**src/rtl/downstream_cancel_tracker.sv**
```systemverilog
// Per-client cancelled-quantity table fed by exchange cancel/clear messages.
// Each message is handled as a read-modify-write over IDLE -> LOOKUP -> WRITE.
module downstream_cancel_tracker (
    input  logic        clk,
    input  logic        HRESETn,
    input  logic        msg_valid,
    output logic        msg_ready,
    input  logic [4:0]  msg_client_id,
    input  logic [15:0] msg_amount,
    input  logic        msg_clear,
    input  logic [4:0]  rd_client_id,
    output logic [15:0] cancelled_orders,
    output logic        upd_valid,
    output logic [4:0]  upd_client_id,
    output logic [15:0] upd_value,
    output logic        saturated,
    output logic        busy
);

    localparam int unsigned ID_W  = 5;
    localparam int unsigned VAL_W = 16;
    localparam int unsigned DEPTH = 32;

    typedef enum logic [1:0] {
        IDLE   = 2'd0,
        LOOKUP = 2'd1,
        WRITE  = 2'd2
    } state_e;

    state_e             state_q, state_d;
    logic [ID_W-1:0]    id_q, id_d;
    logic [VAL_W-1:0]   amt_q, amt_d;
    logic               clr_q, clr_d;
    logic [VAL_W-1:0]   work_q, work_d;
    logic               upd_valid_q, upd_valid_d;
    logic [ID_W-1:0]    upd_id_q, upd_id_d;
    logic [VAL_W-1:0]   upd_val_q, upd_val_d;
    logic               sat_q, sat_d;
    logic               ready_q, busy_q;
    logic [VAL_W-1:0]   rd_q;
    logic [VAL_W-1:0]   table_q [DEPTH];

    logic               wr_en_c;
    logic [VAL_W:0]     sum_c;
    logic [VAL_W-1:0]   new_val_c;

    // Saturating add of the looked-up total and the captured amount
    always_comb begin
        sum_c     = {1'b0, work_q} + {1'b0, amt_q};
        new_val_c = '0;
        if (!clr_q) begin
            new_val_c = sum_c[VAL_W] ? {VAL_W{1'b1}} : sum_c[VAL_W-1:0];
        end
    end

    // Next-state and datapath control
    always_comb begin
        state_d     = state_q;
        id_d        = id_q;
        amt_d       = amt_q;
        clr_d       = clr_q;
        work_d      = work_q;
        upd_valid_d = 1'b0;
        upd_id_d    = upd_id_q;
        upd_val_d   = upd_val_q;
        sat_d       = sat_q;
        wr_en_c     = 1'b0;
        unique case (state_q)
            IDLE: begin
                if (msg_valid) begin
                    id_d    = msg_client_id;
                    amt_d   = msg_amount;
                    clr_d   = msg_clear;
                    state_d = LOOKUP;
                end
            end
            LOOKUP: begin
                work_d  = table_q[id_q];
                state_d = WRITE;
            end
            WRITE: begin
                wr_en_c     = 1'b1;
                upd_valid_d = 1'b1;
                upd_id_d    = id_q;
                upd_val_d   = new_val_c;
                if (!clr_q && sum_c[VAL_W]) begin
                    sat_d = 1'b1;
                end
                state_d = IDLE;
            end
            default: state_d = IDLE;
        endcase
    end

    // Read port samples the table before this edge's write lands
    always_ff @(posedge clk) begin
        if (!HRESETn) begin
            state_q     <= IDLE;
            id_q        <= '0;
            amt_q       <= '0;
            clr_q       <= 1'b0;
            work_q      <= '0;
            upd_valid_q <= 1'b0;
            upd_id_q    <= '0;
            upd_val_q   <= '0;
            sat_q       <= 1'b0;
            ready_q     <= 1'b1;
            busy_q      <= 1'b0;
            rd_q        <= '0;
            table_q     <= '{default: '0};
        end else begin
            state_q     <= state_d;
            id_q        <= id_d;
            amt_q       <= amt_d;
            clr_q       <= clr_d;
            work_q      <= work_d;
            upd_valid_q <= upd_valid_d;
            upd_id_q    <= upd_id_d;
            upd_val_q   <= upd_val_d;
            sat_q       <= sat_d;
            ready_q     <= (state_d == IDLE);
            busy_q      <= (state_d != IDLE);
            rd_q        <= table_q[rd_client_id];
            if (wr_en_c) begin
                table_q[id_q] <= new_val_c;
            end
        end
    end

    assign msg_ready        = ready_q;
    assign busy             = busy_q;
    assign cancelled_orders = rd_q;
    assign upd_valid        = upd_valid_q;
    assign upd_client_id    = upd_id_q;
    assign upd_value        = upd_val_q;
    assign saturated        = sat_q;

endmodule

```
**config.mk**
```make
export PLATFORM = sky130hd
export DESIGN_NAME = downstream_cancel_tracker
export DESIGN_NICKNAME = d
export VERILOG_FILES = /design/src/rtl/downstream_cancel_tracker.sv
export SDC_FILE = /design/constraint.sdc
export NUM_CORES = 1
export LEC_CHECK = 0
export BUFFER_PORTS_ARGS = -buffer_cell sky130_fd_sc_hd__buf_2
export CORE_UTILIZATION = 50
export DETAILED_ROUTE_END_ITERATION = 8
export GPL_TIMING_DRIVEN = 0
export PLACE_DENSITY = 0.69
export SYNTH_ARGS = -nofsm -noshare
export SYNTH_HDL_FRONTEND = slang
export SYNTH_SLANG_ARGS = --single-unit
```
**constraint.sdc**
```tcl
create_clock -name clk -period 2.9 [get_ports clk]
set_input_delay 0.145 -clock clk [delete_from_list [all_inputs] [get_ports clk]]
set_output_delay 0.145 -clock clk [all_outputs]
set_load 0.005 [all_outputs]
```
==> flow_summary.json, run 1 <==
{
  "outcome": "complete, but fails checks",
  "violations": "setup timing",
  "nets": 3109,
  "grt_overflow": 0,
  "slew_viol_final": 0,
  "yosysSeqAreaShare_pct": 40.06,
  "drive_above_1_share_pct": 23.63,
  "startpoint_type": "flop",
  "clock_latency_ns": 0.63,
  "crit_buf_inv": 4,
  "cp_slowest_cell": "nor2_2",
  "fmaxAchievable_mhz": 325.7,
  "worst_slack_ns": -0.1703,
  "relSlewSlack_pct": 12.91,
  "cap_violations": 0,
  "clkPwrFrac_pct": 45.7,
  "async_reset_ff_share_pct": 0,
  "hold_start": "rd_client_id[4]",
  "clock_tree.buffer_depth": 3,
  "clkTransAtPathRegs_ns": 0.06,
  "port_buffers": 65,
  "reg2reg_from": "id_q[0]",
  "intPower_w": 0.01416,
  "cp_common_cell": "buf_6",
  "min_period_ns": 3.070,
  "area_growth_pct": 15.95,
  "cpPeakStageDelay_ns": 0.51,
  "gp_congestion": 1.026,
  "dp_hpwl_mm": 91.91,
  "synth-seq-cells": 593,
  "timing.final.crit_share_pct": 105.9,
  "cts_sinks": 593,
  "path_class": "reg -> reg",
  "ys_warn_count": 0,
  "critPathMaxFanout": 11,
  "netlist_instances": 2884,
  "hold_viol_final": 0,
  "preCtsSetupSlack_ns": -0.9221,
  "worstMarginPinSlew_ns": 1.306,
  "cts_root_buf": "clkbuf_16",
  "setup_tns_ns": -2.719,
  "cp_cell_sequence": "buf_6 -> buf_6 -> buf_6 -> buf_6 -> nand3_2 -> nor2_2 -> nand2_1 -> o21ai_0",
  "cp.required_ns": 3.42,
  "coreArea_um2": 58140,
  "cts_tree": "built",
  "swShare_pct": 27.06,
  "r2r_slack_ns": -0.17,
  "synth_edf_count": 0,
  "whs_endpoint": "cancelled_orders[2]",
  "rr_worst_depth": 8,
  "synth_nets": 2931,
  "ys.flop_type": "dfxtp_1",
  "pwr-share-seq_pct": 42.5,
  "r2r-end": "table_q[10]",
  "setup_viol": 75,
  "vias_per_cell": 7.122,
  "row_count": 88,
  "final_cell_mix": "dfxtp_1, nand2_1, o21ai_0",
  "cts_buffers": 66,
  "cts.htree.levels": 3,
  "design.die.area_um2": 60240,
  "dr.first_iter.drc_count": 4538,
  "critical_path.top_delay_family": "buffers and inverters",
  "grt_pass1_wl_mm": 180.4,
  "layout_commonest_cell": "dfxtp_1",
  "cp-end-kind": "flop",
  "yosys.cell_types.count": 66,
  "fin_worst_skew_ns": 0.03479,
  "vias": 27606,
  "start_util_pct": 50.97,
  "syn_avg_cell_area_um2": 10.28,
  "p_comb_share_pct": 11.8,
  "drc": 0,
  "holdPathStages": 3,
  "dr.pass1.iters": 6,
  "p_leak_nw": 11.52,
  "routed_wl_mm": 127.2,
  "ir_drop_uv": 472.1,
  "die_x_um": 245.4,
  "ioPinCount": 71,
  "die_height_um": 245.4,
  "power_density_nw_per_um2": 565.1,
  "switchingPower_w": 0.005254,
  "hp-class": "in -> reg",
  "grt_max_degree": 14,
  "wl_per_cell_um": 32.81,
  "grt_pass1_vias": 26178,
  "timing.hold.ws_ns": 0.3031,
  "antenna_left": 0,
  "synth_area_um2": 29630,
  "antenna_found_initial": 4,
  "critPathArrivalTime_ns": 3.59,
  "grt_usage_pct": 41.74,
  "rsz0062_at_grt": "yes"
}
==> layer usage <==
layer  vias to the layer above  global-route usage (%)  routed length, um
met5                         -                       0                 20
met4                         2                   29.21              10440
met3                       528                   13.21              18190
met2                      2312                   60.68              53820
met1                     13640                   52.67              44710
li1                      11124                       -                  -
==> cells by family after synthesis <==
logic type | Yosys count | synth area share (%)
AOI/OAI and AO/OA | 792 | 16.83
xor gates and xnor gates | 9 | 0.2660
adders and majority gates | 17 | 0.7431
buffers and inverters | 267 | 4.188
DFF | 593 | 40.06
muxes | 329 | 23.80
and+or+nand+nor | 877 | 14.11
==> metrics by stage <==
step / std cells / utilization (%) / total power, W / cell area (um2)
3_5_place_dp: 3715 / 53.20 / 0.01037 / 30930
5_1_grt: 3871 / 59.08 / 0.01972 / 34350
6_report: 3876 / 59.10 / 0.01942 / 34360
2_1_floorplan: 2884 / - / 0.009513 / 29630
4_1_cts: 3861 / 58.11 / 0.01916 / 33780
3_3_place_gp: 3714 / 53.18 / 0.01035 / 30920
==> synthesized netlist by cell type (all sizes together) (2+ instances only) <==
cell type	instances	area (um2)
a211oi	4	35.03
a21boi	119	897.1
a21o	14	105.1
a21oi	97	500.5
a221o	3	30.03
a221oi	4	41.29
a22o	2	17.52
a22oi	211	1584
a31oi	10	62.56
and2	9	58.81
and3	6	37.54
buf	92	575.6
clkbuf	172	654.4
dfxtp	593	11870
ha	16	200.2
inv	3	11.26
mux2	2	22.52
mux2i	27	274.0
mux4	300	6756
nand2	349	1313
nand2b	5	31.28
nand3	212	1061
nor2	86	330.3
nor2b	194	1214
nor3	5	46.30
nor4	2	27.53
o2111ai	2	17.52
o211ai	6	50.05
o21a	6	45.04
o21ai	309	1550
or2	3	18.77
or3	2	12.51
xnor2	4	35.03
xor2	5	43.79
==> layout make-up <==
cell class,count,area [um2]
fillers,4911,23780
multi-input cells,2024,16990
flip-flops and latches,593,11880
clock buffers,98,2028
plain buffers,262,1414
well taps,765,957.2
repair buffers,112,869.6
clock inverters,14,198.9
diodes,5,12.51
inverters,3,11.26
==> worst reg2reg max path, delay by kind of cell (launching register included) <==
family	cells	cell delay [ns]
flops	1	0.32
buf+inv	4	1.20
compound gates	1	0.27
simple gates	3	1.19
==> worst max path at each step <==
stage / start / to / slack (ns) / cells after the start
2_1_floorplan: amt_q[0] / table_q[476] / 0.24 / 11
3_3_place_gp: amt_q[0] / table_q[111] / -1.11 / 9
3_5_place_dp: amt_q[0] / table_q[410] / -0.92 / 10
4_1_cts: id_q[0] / table_q[237] / 0.001 / 8
5_1_grt: id_q[0] / table_q[197] / -0.12 / 8
6_report: id_q[0] / table_q[10] / -0.17 / 8
==> sequential cells by signal, indices dropped and copies added, names as in the netlist <==
name and cells:
cancelled_orders 16, msg_ready 1, state_q 2, id_q 5
amt_q 16, upd_client_id 5, upd_valid 1, busy 1
work_q 16, upd_value 16, clr_q 1, saturated 1
table_q 512
==> timing repair <==
item,4_1_cts,5_1_grt
gates cloned,0,5
setup buffers,11,6
pin swaps,8,28
hold buffers,24,0
endpoints found under the hold margin,25,0
setup endpoints to repair,502,474
resized for setup,94,164
==> power by group through the flow <==
stage | Combinational (W) | Clock (W) | Sequential, W
floorplan | 0.00111 | 0 | 0.00840
global placement | 0.00193 | 0 | 0.00843
detailed placement | 0.00194 | 0 | 0.00843
CTS | 0.00208 | 0.00883 | 0.00825
global route | 0.00230 | 0.00917 | 0.00825
finish | 0.00230 | 0.00887 | 0.00825
Note: power is estimated with default switching activity, not from simulation.
==> inputs of run 2 (changes only) <==
--- a/config.mk
+++ b/config.mk
@@ -10,6 +10,7 @@
 export DETAILED_ROUTE_END_ITERATION = 8
 export GPL_TIMING_DRIVEN = 0
 export PLACE_DENSITY = 0.69
+export SETUP_SLACK_MARGIN = 0.05
 export SYNTH_ARGS = -nofsm -noshare
 export SYNTH_HDL_FRONTEND = slang
 export SYNTH_SLANG_ARGS = --single-unit
==> flow_summary.json, run 2 (synthesis results as in run 1) <==
{
  "final_cell_mix": "dfxtp_1, nand2_1, mux4_2, o21ai_0, nand3_1",
  "cap_violations": 0,
  "cp_common_cell": "buf_12",
  "cts_root_buf": "clkbuf_16",
  "grt_overflow": 0,
  "power_density_nw_per_um2": 560.8,
  "grt_pass1_vias": 26279,
  "cp.required_ns": 3.44,
  "dp_hpwl_mm": 91.91,
  "start_util_pct": 50.97,
  "antenna_found_initial": 5,
  "vias": 27768,
  "worstMarginPinSlew_ns": 1.386,
  "violations": "DRC, setup timing",
  "fillers": 4856,
  "routed_wl_mm": 127.6,
  "outcome": "complete, but fails checks",
  "wl_per_cell_um": 32.79,
  "seq_area_um2": 11880,
  "area_growth_pct": 17.70,
  "min_period_ns": 3.053,
  "multi_input_area_um2": 17240,
  "fin_worst_skew_ns": 0.03512,
  "die_x_um": 245.4,
  "fmaxAchievable_mhz": 327.5,
  "slew_viol_final": 0,
  "row_count": 88,
  "hold_start": "rd_client_id[4]",
  "design.die.area_um2": 60240,
  "relSlewSlack_pct": 7.596,
  "gp_congestion": 1.026,
  "antenna_left": 0,
  "startpoint_type": "flop",
  "p_total_w": 0.01956,
  "coreArea_um2": 58140,
  "cp_slowest_cell": "dfxtp_1",
  "layout_commonest_cell": "dfxtp_1",
  "drc": 1,
  "largest_register": "table_q",
  "setup_tns_ns": -2.880,
  "grt_pass1_wl_mm": 181.0,
  "cts_tree": "built",
  "clock_tree.buffer_depth": 3,
  "dr.first_iter.drc_count": 4428,
  "largest_reg_flops": 512,
  "fin_area_um2": 34880,
  "dr.pass1.iters": 9,
  "p_leak_nw": 11.82,
  "worst_slack_ns": -0.1535,
  "rsz0062_at_grt": "yes",
  "critPathMaxFanout": 6,
  "timing.final.crit_share_pct": 105.3,
  "nets": 3124,
  "ioPinCount": 71,
  "place_area_um2": 30930,
  "grt_max_degree": 14,
  "drive_above_1_share_pct": 25.18,
  "setup_viol": 56,
  "reg2reg_from": "work_q[9]",
  "cts.htree.levels": 3,
  "ir_drop_uv": 463.5,
  "clkTransAtPathRegs_ns": 0.07,
  "cp_cell_sequence": "ha_2 -> a21oi_1 -> o21ai_0 -> a221oi_4 -> mux2i_4 -> nor2b_4 -> buf_6 -> buf_12 -> buf_12 -> nand2_2 -> a21boi_2",
  "path_class": "reg -> reg",
  "cp-end-kind": "flop",
  "startpoint": "work_q[9]",
  "hp-class": "in -> reg",
  "cts_sinks": 593,
  "cts_buffers": 66,
  "grt_usage_pct": 41.88,
  "clock_latency_ns": 0.63,
  "critPathArrivalTime_ns": 3.60,
  "hold_viol_final": 0,
  "cpPeakStageDelay_ns": 0.57,
  "vias_per_cell": 7.138,
  "die_height_um": 245.4,
  "port_buffers": 65
}
## run 2: changes by cell type in the layout (fill, tap and decap cells not counted), sizes merged
cell / previous run / this run
buf: 168 / 193
clkbuf: 279 / 268
diode: 5 / 4
dlygate4sd3: 24 / 25
## run 2: power breakdown
group	total (W)	switching (W)	internal, W
Sequential	0.00825	0.0000577	0.00820
Clock	0.00888	0.00361	0.00527
Combinational	0.00243	0.00163	0.000794
## run 2: layout make-up
cell class	instances	share of cell area (%)
Buffer	262	4.323
Sequential cell	593	34.06
Inverter	3	0.03229
Clock inverter	14	0.5704
Tap cell	765	2.744
Clock buffer	98	5.815
Timing Repair Buffer	127	3.013
Multi-Input combinational cell	2024	49.42
Antenna cell	4	0.02870
## run 2: worst max-delay path: cells and delay by family (launching register included)
| family | cells | cell delay [ns] |
|---|---|---|
| AO/OA/AOI/OAI | 4 | 0.90 |
| flip-flops | 1 | 0.57 |
| adder cells (fa/ha/maj) | 1 | 0.42 |
| buffers and inverters | 3 | 0.40 |
| multiplexers | 1 | 0.35 |
| AND/OR/NAND/NOR | 2 | 0.30 |
## run 2: layer usage
metal,up-vias,global-route usage (%),part of all wire (%)
met3,545,12.51,14
met5,-,0,0.024
met4,4,28.64,8.0
met1,13661,53.29,35
met2,2406,61.26,42
li1,11152,-,-
## run 2: repair_timing
item | in CTS | in global routing
hold endpoints to repair | 25 | 0
pin swaps | 16 | 41
resized for setup | 130 | 236
hold buffers | 25 | 0
setup endpoints to repair | 505 | 498
cloned | 1 | 4
setup buffers | 20 | 13
## run 2: through the flow
step / instances / hold slack, ns / setup slack (ns) / util [%]
6_report: 3890 / 0.3062 / -0.1535 / 59.99
2_1_floorplan: 2884 / 0.2899 / 0.2416 / -
5_1_grt: 3886 / 0.3354 / -0.1349 / 59.98
3_5_place_dp: 3715 / 0.4064 / -0.9221 / 53.20
3_3_place_gp: 3714 / 0.4072 / -1.108 / 53.18
4_1_cts: 3872 / 0.2383 / -0.04839 / 58.51
## run 2: path summary, 6_finish.rpt
kind                                             to  cells past startpoint  slack, ns
worst max-delay path                    table_q[76]                     11      -0.15
worst min-delay path            cancelled_orders[2]                      3       0.31
worst max register to register          table_q[76]                     11      -0.15
worst min register to register         upd_value[7]                      2       0.45
